===== config.mk =====
export PLATFORM = sky130hd
export DESIGN_NAME = ienc32
export DESIGN_NICKNAME = d
export VERILOG_FILES = /design/src/rtl/ienc32_pkg.sv /design/src/rtl/ienc32_fmt.sv /design/src/rtl/ienc32.sv
export SDC_FILE = /design/constraint.sdc
export NUM_CORES = 1
export LEC_CHECK = 0
export ABC_AREA = 1
export BUFFER_PORTS_ARGS = -buffer_cell sky130_fd_sc_hd__buf_2
export CORE_ASPECT_RATIO = 1.1
export CORE_UTILIZATION = 45
export CTS_CLUSTER_DIAMETER = 120
export DETAILED_ROUTE_END_ITERATION = 7
export PLACE_DENSITY = 0.67
export SYNTH_ARGS = -nofsm -noshare
export SYNTH_HDL_FRONTEND = slang
export SYNTH_SLANG_ARGS = --single-unit

===== constraint.sdc =====
create_clock -name clk -period 7 [get_ports clk]
set_clock_uncertainty 0.1 [all_clocks]
set_input_delay 0.35 -clock clk [delete_from_list [all_inputs] [get_ports clk]]
set_output_delay 0.35 -clock clk [all_outputs]
set_load 0.02 [all_outputs]

===== src/rtl/ienc32_pkg.sv =====
// Shared types and constants for the RV32IM instruction encoder.
// Index numbering matches the decoder's 0..45 instruction index.
package ienc32_pkg;

    localparam int IDX_W   = 6;
    localparam int NR_INST = 46;
    localparam logic [IDX_W-1:0] NR_INST_IDX = IDX_W'(NR_INST);

    localparam logic [6:0] OP_R     = 7'h33;
    localparam logic [6:0] OP_I     = 7'h13;
    localparam logic [6:0] OP_LD    = 7'h03;
    localparam logic [6:0] OP_S     = 7'h23;
    localparam logic [6:0] OP_B     = 7'h63;
    localparam logic [6:0] OP_JAL   = 7'h6F;
    localparam logic [6:0] OP_JALR  = 7'h67;
    localparam logic [6:0] OP_LUI   = 7'h37;
    localparam logic [6:0] OP_AUIPC = 7'h17;
    localparam logic [6:0] OP_SYS   = 7'h73;

    localparam int IDX_ADD  = 0,  IDX_SUB  = 1,  IDX_XOR   = 2,  IDX_OR    = 3,  IDX_AND  = 4;
    localparam int IDX_SLL  = 5,  IDX_SRL  = 6,  IDX_SRA   = 7,  IDX_SLT   = 8,  IDX_SLTU = 9;
    localparam int IDX_ADDI = 10, IDX_XORI = 11, IDX_ORI   = 12, IDX_ANDI  = 13, IDX_SLLI = 14;
    localparam int IDX_SRLI = 15, IDX_SRAI = 16, IDX_SLTI  = 17, IDX_SLTIU = 18;
    localparam int IDX_LB   = 19, IDX_LH   = 20, IDX_LW    = 21, IDX_LBU   = 22, IDX_LHU  = 23;
    localparam int IDX_SB   = 24, IDX_SH   = 25, IDX_SW    = 26;
    localparam int IDX_BEQ  = 27, IDX_BNE  = 28, IDX_BLT   = 29, IDX_BGE   = 30, IDX_BLTU = 31;
    localparam int IDX_BGEU = 32, IDX_JAL  = 33, IDX_JALR  = 34, IDX_LUI   = 35, IDX_AUIPC = 36;
    localparam int IDX_ENV  = 37, IDX_MUL  = 38, IDX_MULH  = 39, IDX_MULHSU = 40, IDX_MULHU = 41;
    localparam int IDX_DIV  = 42, IDX_DIVU = 43, IDX_REM   = 44, IDX_REMU  = 45;

    typedef enum logic [3:0] {
        FMT_R, FMT_I, FMT_ISH, FMT_LD, FMT_S, FMT_B, FMT_J, FMT_JALR, FMT_U, FMT_ENV
    } fmt_e;

    typedef struct packed {
        logic [6:0] op;
        logic [2:0] f3;
        logic [6:0] f7;
        fmt_e       fmt;
    } dec_t;

    typedef struct packed {
        logic [4:0]  rd;
        logic [4:0]  rs1;
        logic [4:0]  rs2;
        logic [31:0] imm;
    } req_t;

    // funct3 for the ALU ops in R-group order (add sub xor or and sll srl sra slt sltu)
    function automatic logic [2:0] alu_f3(input int k);
        case (k)
            2:       return 3'd4;
            3:       return 3'd6;
            4:       return 3'd7;
            5:       return 3'd1;
            6, 7:    return 3'd5;
            8:       return 3'd2;
            9:       return 3'd3;
            default: return 3'd0;
        endcase
    endfunction

    // Out-of-range indices land in the M branch; the caller flags them separately.
    function automatic dec_t idx_lookup(input logic [IDX_W-1:0] idx);
        dec_t d;
        int   i;
        i     = int'(idx);
        d.op  = OP_R;
        d.f3  = 3'd0;
        d.f7  = 7'h00;
        d.fmt = FMT_R;
        if (i <= IDX_SLTU) begin
            d.f3 = alu_f3(i);
            if (i == IDX_SUB || i == IDX_SRA) d.f7 = 7'h20;
        end else if (i <= IDX_SLTIU) begin
            d.op  = OP_I;
            d.f3  = alu_f3((i == IDX_ADDI) ? 0 : i - 9);
            d.fmt = FMT_I;
            if (i == IDX_SLLI || i == IDX_SRLI || i == IDX_SRAI) begin
                d.fmt = FMT_ISH;
                if (i == IDX_SRAI) d.f7 = 7'h20;
            end
        end else if (i <= IDX_LHU) begin
            d.op  = OP_LD;
            d.f3  = 3'((i - IDX_LB < 3) ? i - IDX_LB : i - IDX_LB + 1);
            d.fmt = FMT_LD;
        end else if (i <= IDX_SW) begin
            d.op  = OP_S;
            d.f3  = 3'(i - IDX_SB);
            d.fmt = FMT_S;
        end else if (i <= IDX_BGEU) begin
            d.op  = OP_B;
            d.f3  = 3'((i - IDX_BEQ < 2) ? i - IDX_BEQ : i - IDX_BEQ + 2);
            d.fmt = FMT_B;
        end else if (i == IDX_JAL) begin
            d.op  = OP_JAL;
            d.fmt = FMT_J;
        end else if (i == IDX_JALR) begin
            d.op  = OP_JALR;
            d.fmt = FMT_JALR;
        end else if (i == IDX_LUI) begin
            d.op  = OP_LUI;
            d.fmt = FMT_U;
        end else if (i == IDX_AUIPC) begin
            d.op  = OP_AUIPC;
            d.fmt = FMT_U;
        end else if (i == IDX_ENV) begin
            d.op  = OP_SYS;
            d.fmt = FMT_ENV;
        end else begin
            d.f3 = 3'(i - IDX_MUL);
            d.f7 = 7'h01;
        end
        return d;
    endfunction

endpackage


===== src/rtl/ienc32_fmt.sv =====
// Combinational field assembly of one RV32IM word from decoded S1 contents.
// IENC32_RANGE_CHECK_EN adds immediate range/alignment flagging to err_o.
module ienc32_fmt
    import ienc32_pkg::*;
(
    input  req_t        req_i,
    input  dec_t        dec_i,
    input  logic        ill_i,
    output logic [31:0] inst_o,
    output logic        err_o
);

    logic [31:0] imm;
    logic [4:0]  rd, rs1, rs2;
    logic [6:0]  op, f7;
    logic [2:0]  f3;

    assign imm = req_i.imm;
    assign rd  = req_i.rd;
    assign rs1 = req_i.rs1;
    assign rs2 = req_i.rs2;
    assign op  = dec_i.op;
    assign f3  = dec_i.f3;
    assign f7  = dec_i.f7;

    always_comb begin
        inst_o = '0;
        case (dec_i.fmt)
            FMT_R:                   inst_o = {f7, rs2, rs1, f3, rd, op};
            FMT_I, FMT_LD, FMT_JALR: inst_o = {imm[11:0], rs1, f3, rd, op};
            FMT_ISH:                 inst_o = {f7, imm[4:0], rs1, f3, rd, op};
            FMT_S:                   inst_o = {imm[11:5], rs2, rs1, f3, imm[4:0], op};
            FMT_B:   inst_o = {imm[12], imm[10:5], rs2, rs1, f3, imm[4:1], imm[11], op};
            FMT_J:   inst_o = {imm[20], imm[10:1], imm[11], imm[19:12], rd, op};
            FMT_U:   inst_o = {imm[31:12], rd, op};
            FMT_ENV: inst_o = {11'd0, imm[0], 13'd0, op};
            default: inst_o = '0;
        endcase
        if (ill_i) inst_o = '0;
    end

`ifdef IENC32_RANGE_CHECK_EN
    logic fit12, fit13, fit21, rng_bad;
    assign fit12 = (&imm[31:11]) | ~(|imm[31:11]);
    assign fit13 = (&imm[31:12]) | ~(|imm[31:12]);
    assign fit21 = (&imm[31:20]) | ~(|imm[31:20]);

    always_comb begin
        rng_bad = 1'b0;
        case (dec_i.fmt)
            FMT_I, FMT_LD, FMT_S, FMT_JALR: rng_bad = !fit12;
            FMT_B:   rng_bad = !fit13 | imm[0];
            FMT_J:   rng_bad = !fit21 | imm[0];
            FMT_ISH: rng_bad = |imm[31:5];
            FMT_U:   rng_bad = |imm[11:0];
            FMT_ENV: rng_bad = |imm[31:1];
            default: rng_bad = 1'b0;
        endcase
    end

    assign err_o = ill_i | rng_bad;
`else
    assign err_o = ill_i;
`endif

endmodule


===== src/rtl/ienc32.sv =====
// Two-stage RV32IM encoder: S1 holds the request plus its decode, S2 the word.
// Optional immediate checking is enabled with IENC32_RANGE_CHECK_EN.
module ienc32
    import ienc32_pkg::*;
#(
    parameter int ADDR_W = 10
) (
    input  logic              clk,
    input  logic              rst,
    input  logic              in_valid,
    output logic              in_ready,
    input  logic [IDX_W-1:0]  in_idx,
    input  logic [4:0]        in_rd,
    input  logic [4:0]        in_rs1,
    input  logic [4:0]        in_rs2,
    input  logic [31:0]       in_imm,
    input  logic              addr_clr,
    output logic              out_valid,
    input  logic              out_ready,
    output logic [31:0]       out_inst,
    output logic [ADDR_W-1:0] out_addr,
    output logic              out_err
);

    logic              s1_v_q, s1_v_d, s2_v_q, s2_v_d;
    logic              s1_en, s2_en, s1_ill_q;
    req_t              s1_req_q;
    dec_t              s1_dec_q;
    logic [31:0]       inst_q, fmt_inst;
    logic              err_q, fmt_err;
    logic [ADDR_W-1:0] cnt_q, cnt_d;

    // Each stage advances when it is empty or the stage after it is moving.
    assign s2_en    = !s2_v_q || out_ready;
    assign s1_en    = !s1_v_q || s2_en;
    assign in_ready = s1_en;

    always_comb begin
        s1_v_d = s1_en ? in_valid : s1_v_q;
        s2_v_d = s2_en ? s1_v_q : s2_v_q;
        cnt_d  = cnt_q;
        if (s2_v_q && out_ready) cnt_d = cnt_q + ADDR_W'(1);
        if (addr_clr)            cnt_d = '0;
    end

    ienc32_fmt u_fmt (
        .req_i  (s1_req_q),
        .dec_i  (s1_dec_q),
        .ill_i  (s1_ill_q),
        .inst_o (fmt_inst),
        .err_o  (fmt_err)
    );

    always_ff @(posedge clk or posedge rst) begin
        if (rst) begin
            s1_v_q   <= 1'b0;
            s2_v_q   <= 1'b0;
            s1_ill_q <= 1'b0;
            s1_req_q <= '0;
            s1_dec_q <= '0;
            inst_q   <= '0;
            err_q    <= 1'b0;
            cnt_q    <= '0;
        end else begin
            s1_v_q <= s1_v_d;
            s2_v_q <= s2_v_d;
            cnt_q  <= cnt_d;
            if (s1_en && in_valid) begin
                s1_req_q <= '{rd: in_rd, rs1: in_rs1, rs2: in_rs2, imm: in_imm};
                s1_dec_q <= idx_lookup(in_idx);
                s1_ill_q <= (in_idx >= NR_INST_IDX);
            end
            if (s2_en && s1_v_q) begin
                inst_q <= fmt_inst;
                err_q  <= fmt_err;
            end
        end
    end

    assign out_valid = s2_v_q;
    assign out_inst  = inst_q;
    assign out_err   = err_q;
    assign out_addr  = cnt_q;

endmodule


==> summary.txt <==
outcome: finished clean
critical path endpoint category: flip-flop
RSZ-0062 raised after global routing: false
final hold vios: 0
maximum clock frequency: 0.3683 GHz
drt wl/cell: 15.04 µm
Vias/cell: 5.268
fill cell count: 1,152
worst-case reg-to-reg path depth: 7
DR iter-0 viols: 345
number of max-cap violations: 0
die height: 116.9 µm
EDFF count, synth: 0
synthesized cell area: 5401 µm²
Critical Path RT: 7.10 ns
largest net degree at the start of global routing: 84
Cell Rows: 41
fin crit period: 2.715 ns
Area Growth Syn to Fin: 16.61%
top_reg_cell synth: dfrtp_1
largest cells by area after synthesis: dfrtp_1, nand2_1, o21ai_0, inv_1, nand3_1
r2r startpoint: out_valid$_DFFE_PP0P_
Core ar.: 11,590 µm²
Netlist cell types: 37
hold wc startpoint: in_imm[2]
worst hold endpoint: s1_req_q[2]$_DFFE_PP0P_
Nets: 839
PwrDens: 271.4 nW/µm²
hold depth: 3
Resize count post-CTS: 0
port bufs: 102
Yosys top cell area share: 49.57%
Initial Util: 46.59%
Clock Tree Buf Depth: 2
DRC: 0
Root Driver: clkbuf_16
Syn Area/Cell: 7.990 µm²
DP Wirelength: 9.995 mm
drt total wl: 13.89 mm
antenna fix cells: 0
Max Slew Vio Count: 0
die area: 12,450 µm²
Worst Hold Class: in2reg
Reg clk slew, reported paths: 0.07 ns
Worst Tran Pin Value: 1.171 ns
GRT Total Usage: 22.99%
Final setup viols: 0
Die X: 106.5 µm
Final Cycle Share: 38.78%
hold_buf cts: 1
initial antenna violation count: 0
Crit path arrival time: 2.81 ns
count leader, synth: nand2_1
YS warnings: 0
worst vdd ir: 0.1341 mV
Critical Path Source Type: flip-flop
CTS tree: built
Top Ports: 103
Reg2Reg Setup Slack: 4.29 ns
net count after synthesis: 746
Async SR Flop Fraction: 100.0%
CTS buffer count: 9
Pre-antenna DRT Iters: 5
Multi-input gate area: 2362 µm²
layout cells sized above 1: 18.35%
H-tree levels: 3
Congestion Overflow GR: 0
clk_lat worst skew: 0.34 ns
Via Count: 4,868
sequential share of the synthesized area: 49.57%
top post-synthesis cells by count: nand2_1, dfrtp_1, o21ai_0
CTS sink count: 107
Pleak: 3.294 nW
Sequential cell area: 2678 µm²
Slew HR: 21.95%
RePlAce Congestion: 0.9368
CP Max Fanout: 75
post-CTS setup buffer count: 0
crit path kind: reg2reg
Syn Inst Count: 676
dominant cell type by area after synthesis: dfrtp_1
Post-DRT Antenna Nets: 0
first-pass GRT wire length: 22.53 mm
reg2reg end: s1_dec_q[9]$_DFFE_PP0P_
TNS Setup: 0 ns
Fin Hold WS: 0.1007 ns
number of global-route vias before repair: 4,589
#FFs+latches synth: 107
how the worst max path moves through the flow:
| stage | from | endpoint | slack [ns] | cells after the start |
|---|---|---|---|---|
| after floorplan | rst | out_addr[0]$_DFFE_PP0P_ | 3.73 | 1 |
| after global placement | in_idx[0] | s1_dec_q[11]$_DFFE_PP0P_ | 4.39 | 16 |
| after detailed placement | out_ready | s1_dec_q[9]$_DFFE_PP0P_ | 4.29 | 9 |
| after CTS | out_valid$_DFFE_PP0P_ | s1_dec_q[9]$_DFFE_PP0P_ | 4.34 | 7 |
| after global routing | out_valid$_DFFE_PP0P_ | s1_dec_q[9]$_DFFE_PP0P_ | 4.07 | 7 |
| final | out_valid$_DFFE_PP0P_ | s1_dec_q[9]$_DFFE_PP0P_ | 4.29 | 7 |
area by class of cell:
class | count | area share, %
flip-flops and latches | 107 | 42.51
multi-input cells | 478 | 37.51
repair buffers | 106 | 8.621
inverters | 67 | 4.033
clock buffers | 13 | 3.973
well taps | 150 | 2.980
clock inverters | 3 | 0.3774
registers in the layout, indices dropped and copies added, names as in the netlist:
| name | cells |
|---|---|
| out_inst | 31 |
| s1_req_q | 47 |
| s1_v_q | 1 |
| out_err | 1 |
| out_valid | 1 |
| s1_ill_q | 1 |
| s1_dec_q | 15 |
| out_addr | 10 |
logic make-up (layout without fill, tap and decap cells):
logic type	count (synthesis)	count (layout)	share of synthesized area, %
adder cells (fa/ha/maj)	12	12	2.780
AO/OA/AOI/OAI	143	143	15.91
flip-flops	107	107	49.57
AND/OR/NAND/NOR	319	319	24.39
XOR/XNOR	4	4	0.6485
buffers and inverters	91	189	6.695
power breakdown:
group	internal (W)	leakage (nW)	switching [W]
registers	0.000726	1.35	0.0000626
logic	0.000153	1.82	0.000299
clock network	0.000252	0.126	0.000217
metal layers:
layer	global-route usage [%]	routed length [µm]	up-vias
met3	2.769	590	25
met2	39.00	6803	144
li1	-	-	2403
met4	9.589	352	0
met1	30.15	6147	2296
met5	0	0	-
layout by cell type, fill, tap and decap left out, types with 4 or more instances in the layout:
cell	Yosys	final
nor2_1	38	38
a221oi_1	5	5
ha_1	12	12
inv_1	60	58
o21ai_0	63	63
xor2_1	4	4
buf_2	4	102
o22ai_1	8	8
nand3_1	37	37
a22oi_1	6	6
nor3_1	5	5
clkbuf_16	0	9
nand2_1	223	223
a22o_1	17	17
dfrtp_1	107	107
o21ai_1	11	11
a21oi_1	21	21
nand2_2	5	5
inv_2	7	8
critical path: stages, from the launching register on:
cell     delay, ns
dfrtp_1       0.42
nand3_1       0.13
nand2_1       0.06
buf_4         0.28
inv_2         0.91
o21ai_0       0.28
a21oi_1       0.24
a21oi_1       0.06
through the flow:
step	std cells	worst slack (ns)	total power [W]	util (%)	instance area (µm²)
finish	924	4.285	0.001710	54.33	6299
detailed placement	907	4.295	0.001254	51.88	6015
global route	924	4.073	0.001809	54.33	6299
CTS	924	4.338	0.001726	54.33	6299
floorplan	676	3.733	0.001098	-	5401
global placement	907	4.387	0.001245	51.88	6015
(Power assumes the default switching activity.)
